[src/rtl/sram_like_arbiter.sv]
// Shares one sram_like port between the fetch (inst_*) and MEM (data_*) masters,
// routing each in-order response back to its issuer via a small owner FIFO.
module sram_like_arbiter #(
  parameter int unsigned MAX_OUT      = 2,
  parameter int unsigned STARVE_LIMIT = 4
) (
  input  logic        clk,
  input  logic        resetn,
  input  logic        inst_req,
  input  logic        inst_wr,
  input  logic [1:0]  inst_size,
  input  logic [31:0] inst_addr,
  input  logic [31:0] inst_wdata,
  output logic        inst_addr_ok,
  output logic        inst_data_ok,
  output logic [31:0] inst_rdata,
  input  logic        data_req,
  input  logic        data_wr,
  input  logic [1:0]  data_size,
  input  logic [31:0] data_addr,
  input  logic [31:0] data_wdata,
  output logic        data_addr_ok,
  output logic        data_data_ok,
  output logic [31:0] data_rdata,
  output logic        mem_req,
  output logic        mem_wr,
  output logic [1:0]  mem_size,
  output logic [31:0] mem_addr,
  output logic [31:0] mem_wdata,
  input  logic        mem_addr_ok,
  input  logic        mem_data_ok,
  input  logic [31:0] mem_rdata,
  output logic        arb_err
);

  localparam int unsigned PTR_W = (MAX_OUT > 1) ? $clog2(MAX_OUT) : 1;
  localparam int unsigned CNT_W = $clog2(MAX_OUT) + 1;
  localparam int unsigned SC_W  = (STARVE_LIMIT > 0) ? $clog2(STARVE_LIMIT + 1) : 1;

  typedef enum logic [1:0] {
    S_IDLE   = 2'd0,
    S_LOCK_I = 2'd1,
    S_LOCK_D = 2'd2
  } state_t;

  state_t            state_q, state_d;
  logic              sel_data;
  logic              owner_q [MAX_OUT];
  logic [PTR_W-1:0]  wr_ptr_q, rd_ptr_q;
  logic [CNT_W-1:0]  count_q;
  logic [SC_W-1:0]   starve_q;
  logic              fifo_full, fifo_empty, starved;
  logic              accept, pop, head;

  function automatic logic [PTR_W-1:0] ptr_inc(input logic [PTR_W-1:0] p);
    return (p == PTR_W'(MAX_OUT - 1)) ? '0 : p + PTR_W'(1);
  endfunction

  assign fifo_full  = (count_q == CNT_W'(MAX_OUT));
  assign fifo_empty = (count_q == '0);
  assign starved    = (starve_q == SC_W'(STARVE_LIMIT));

  always_ff @(posedge clk or negedge resetn) begin
    if (!resetn) state_q <= S_IDLE;
    else         state_q <= state_d;
  end

  // Grant selection; a pending request keeps its master until accepted or cancelled
  always_comb begin
    state_d  = state_q;
    sel_data = 1'b1;
    unique case (state_q)
      S_IDLE: begin
        if (!fifo_full) begin
          if (data_req && !(starved && inst_req)) begin
            sel_data = 1'b1;
            if (!mem_addr_ok) state_d = S_LOCK_D;
          end else if (inst_req) begin
            sel_data = 1'b0;
            if (!mem_addr_ok) state_d = S_LOCK_I;
          end
        end
      end
      S_LOCK_I: begin
        sel_data = 1'b0;
        if (!inst_req || mem_addr_ok) state_d = S_IDLE;
      end
      S_LOCK_D: begin
        sel_data = 1'b1;
        if (!data_req || mem_addr_ok) state_d = S_IDLE;
      end
      default: state_d = S_IDLE;
    endcase
  end

  // Bridge interface stays quiet while reset is asserted, even with requests held
  assign mem_req   = (sel_data ? data_req : inst_req) & ~fifo_full & resetn;
  assign mem_wr    = sel_data ? data_wr    : inst_wr;
  assign mem_size  = sel_data ? data_size  : inst_size;
  assign mem_addr  = sel_data ? data_addr  : inst_addr;
  assign mem_wdata = sel_data ? data_wdata : inst_wdata;

  assign accept       = mem_req & mem_addr_ok;
  assign inst_addr_ok = accept & ~sel_data;
  assign data_addr_ok = accept &  sel_data;

  assign pop          = mem_data_ok & ~fifo_empty;
  assign head         = owner_q[rd_ptr_q];
  assign inst_data_ok = pop & ~head;
  assign data_data_ok = pop &  head;
  assign inst_rdata   = mem_rdata;
  assign data_rdata   = mem_rdata;

  // Owner FIFO: 0 = inst, 1 = data, in issue order
  always_ff @(posedge clk or negedge resetn) begin
    if (!resetn) begin
      wr_ptr_q <= '0;
      rd_ptr_q <= '0;
      count_q  <= '0;
      for (int i = 0; i < int'(MAX_OUT); i++) owner_q[i] <= 1'b0;
    end else begin
      if (accept) begin
        owner_q[wr_ptr_q] <= sel_data;
        wr_ptr_q          <= ptr_inc(wr_ptr_q);
      end
      if (pop) rd_ptr_q <= ptr_inc(rd_ptr_q);
      if (accept && !pop)      count_q <= count_q + CNT_W'(1);
      else if (!accept && pop) count_q <= count_q - CNT_W'(1);
    end
  end

  // Counts data accepts that overtake a waiting fetch
  always_ff @(posedge clk or negedge resetn) begin
    if (!resetn) begin
      starve_q <= '0;
    end else if (!inst_req || inst_addr_ok) begin
      starve_q <= '0;
    end else if (data_addr_ok && !starved) begin
      starve_q <= starve_q + SC_W'(1);
    end
  end

  always_ff @(posedge clk or negedge resetn) begin
    if (!resetn)                        arb_err <= 1'b0;
    else if (mem_data_ok && fifo_empty) arb_err <= 1'b1;
  end

endmodule

[config.mk]
export PLATFORM = sky130hd
export DESIGN_NAME = sram_like_arbiter
export DESIGN_NICKNAME = d
export VERILOG_FILES = /design/src/rtl/sram_like_arbiter.sv
export SDC_FILE = /design/constraint.sdc
export NUM_CORES = 1
export LEC_CHECK = 0
export CAP_MARGIN = 20
export CORE_AREA = 5 5 116 118
export CTS_CLUSTER_DIAMETER = 60
export CTS_CLUSTER_SIZE = 16
export DETAILED_ROUTE_END_ITERATION = 16
export DIE_AREA = 0 0 121 123
export PLACE_DENSITY_LB_ADDON = 0.2
export SYNTH_ARGS = -nofsm -noshare
export SYNTH_HDL_FRONTEND = slang
export SYNTH_SLANG_ARGS = --single-unit
[constraint.sdc]
create_clock -name clk -period 2.7 [get_ports clk]
set_input_delay 0.405 -clock clk [delete_from_list [all_inputs] [get_ports clk]]
set_output_delay 0.405 -clock clk [all_outputs]
set_load 0.01 [all_outputs]
==> summary.md <==
| Metric | Value |
|---|---|
| CP cell instances | inv_2 > ha_4 > a21bo_4 > a31oi_4 > buf_4 > buf_16 > mux2_2 > dlygate4sd2_1 |
| Total iterations of the first detailed-routing run | 4 |
| Syn nets | 392 |
| First-pass GRT wire length | 13390 um |
| Net count, final | 558 |
| Max-Cap Viols | 0 |
| Hold Crit Depth | 1 |
| Post-Syn Area per Cell | 9.364 um^2 |
| Vias post-DR | 2147 |
| CTS tree | built |
| Startpoint types | flop |
| Number of enable flip-flop cells after synthesis | 0 |
| Antenna viol nets, final | 0 |
| DP HPWL | 8318 um |
| Synth Instances | 217 |
| Min Tclk post-route | 2611 ps |
| Vias in the first global route | 2271 |
| Clk pin slew, worst setup/hold paths | 40 ps |
| Final-report hold violation count | 0 |
| Ys Warns | 0 |
| Final setup viols | 0 |
| Fraction of registers with async set/reset | 100.0% |
| Antenna violations before repair | 0 |
| H-tree Lvls | 1 |
| Final WL | 9923 um |
| Run status | finished clean |
| Reg area | 300.3 um^2 |
| Die area | 14880 um^2 |
| Reg2reg path depth | 9 |
| Pwr dens | 656.2 nW/um^2 |
| Non-filler cells, final | 553 |
| CTS root buffer | clkbuf_16 |
| Seq/Total Area, Yosys | 14.78% |
| Via density | 3.882 |
| Worst Tran Pin Value | 511.6 ps |
| # rows | 41 |
| Synth Register Bits | 12 |
| Hold WC Path Type | flop to flop |
| Hold worst-path end | arb_err |
| Routability congestion estimate | 0.7207 |
| Max Transition Viols Final | 0 |
| Clock net sink count | 12 |
| Worst hold margin | 452.0 ps |
| Crit path largest cell delay | 360 ps |
| CP Data Required Time | 2300 ps |
| DRC violations left | 0 |
| Share of layout cells above drive strength 1 | 28.61% |
| Dominant synthesized flop cell | dfrtp_1 |
| FF-to-FF setup slack | 670 ps |
| Clk buf depth | 2 |
| WL/cell | 17.94 um |
| Arr. time, crit path | 2210 ps |
| Kind of end point of the critical path | output pin |
| Global route overflow | 0 |
| Cell area after synthesis | 2032 um^2 |
| Startpoint of the worst hold path | arb_err |
| Largest net degree at the start of global routing | 20 |
| Highest-delay cell along the critical path | dfrtp_1 |
| Total GRT Usage | 11.63% |
| Cell area after placement | 3995 um^2 |
| P_leak | 0.001707 uW |
| Area occupied by multi-input gates | 1205 um^2 |
| Area of the core | 12360 um^2 |
| Worst VDD drop | 0.3536 mV |
| Layout area overhead | 100.9% |
| Starting DRT DRC Count | 32 |
| RR Startpoint | state_q[1] |
| I/O pins | 309 |
| Count of cell types in the netlist | 38 |
| Initial Util | 16.44% |
| Final period util | 96.70% |
| CP Max Fanout | 19 |
| Clock skew | 3.866 ps |
| Number of port buffers | 212 |
| Fillers | 1291 |
| Finished Cell Area | 4081 um^2 |
| Max Clock Freq | 0.3830 GHz |
| Unrepaired setup endpoints after global routing | false |
| Relative slew margins | 65.53% |
| Worst-skew pair later-pin latency | 240 ps |
| N_diodes | 0 |
| Die height | 123 um |
| Chip width | 121 um |
| Num CTS Buffers | 3 |
| WS Path Type | flop to output pin |
| DP Cell Count | 545 |
| Worst flop-to-flop path endpoint | count_q[1] |
[worst max-delay path by stage]
stage	startpoint	to	cells after the start
finish	starve_q[0]	mem_wdata[22]	8
detailed placement	data_req	mem_wdata[25]	6
global route	starve_q[0]	mem_addr[19]	8
global placement	data_req	mem_wdata[25]	6
floorplan	starve_q[0]	mem_addr[0]	6
CTS	starve_q[0]	mem_addr[12]	9
[worst max-delay path: cells and delay by family, from the launching register on]
| kind | cells | cell delay (ps) |
|---|---|---|
| buffers and inverters | 4 | 660 |
| DFF | 1 | 360 |
| adders and majority gates | 1 | 160 |
| muxes | 1 | 340 |
| AOI/OAI and AO/OA | 2 | 430 |
[area by class of cell]
cell class / count / area share (%)
clock buffer: 3 / 1.839
inverter: 6 / 0.5518
multi-input combinational: 126 / 29.52
sequential: 12 / 7.357
tap: 172 / 5.273
timing repair buffer: 234 / 55.46
[cell usage after synthesis (3+ instances only)]
master / n / area share (%)
xor2_1: 3 / 1.3
dfrtp_1: 12 / 15
a21oi_1: 5 / 1.2
mux2_2: 67 / 37
buf_2: 7 / 1.7
o21ai_0: 3 / 0.74
nor2b_1: 3 / 0.92
ha_1: 3 / 1.8
inv_1: 6 / 1.1
nor2_1: 5 / 0.92
buf_4: 65 / 24
nand3_1: 4 / 0.99
nand2_1: 4 / 0.74
[state kept, by name (all words and copies together), names as in the netlist]
signal	flops
arb_err	1
count_q	2
owner_q	2
rd_ptr_q	1
starve_q	3
state_q	2
wr_ptr_q	1
[kinds of logic (layout without fill, tap and decap cells)]
logic type,Yosys count,in the layout,share of synthesized area (%)
buf+inv,79,243,27.03
mux,69,69,38.12
fa+ha+maj,3,3,1.847
compound gates,24,24,9.298
flops,12,12,14.78
simple gates,25,25,6.774
xor+xnor,5,5,2.156
[per-stage QoR]
step	total power, uW	setup slack, ps	utilization, %	setup TNS [ps]
6_report	2678	88.98	33.01	0
5_1_grt	2865	10.87	33.01	0
4_1_cts	2784	6.224	33.14	0
3_5_place_dp	2453	-264.0	32.31	-14360
3_3_place_gp	2454	-238.4	32.31	-13290
2_1_floorplan	1454	597.4	-	0
[where the power goes]
part	leakage [uW]	internal, uW	total, uW	switching [uW]
clock network	0.0000370	193	267	74.0
registers	0.000147	244	290	46.4
logic	0.00152	1240	2120	881
[repair_timing]
action / in CTS / in global routing
setup endpoints to repair: 69 / 12
hold endpoints to repair: 0 / 0
pin swaps: 1 / 2
hold buffers: 0 / 0
buffers inserted: 3 / 0
cloned: 3 / 0
resized for setup: 107 / 5
[layer usage]
metal / part of all wire (%) / track usage, %
met1: 36 / 12.96
met2: 53 / 21.54
met3: 11 / 4.437
met4: 0.47 / 1.558
met5: 0 / 0
[placed cells by master (no fill, tap or decap), drive strengths merged, types with 3 or more instances in the layout]
master,count
dfrtp,12
dlygate4sd2,60
buf,32
inv,6
nor2b,3
nand2,4
o21ai,3
clkbuf,3
mux2,67
clkdlybuf4s50,142
a211oi,3
nand3,4
a31oi,3
xor2,3
nor2,5
ha,3
a21oi,5
Power figures use the tool's default switching activity.
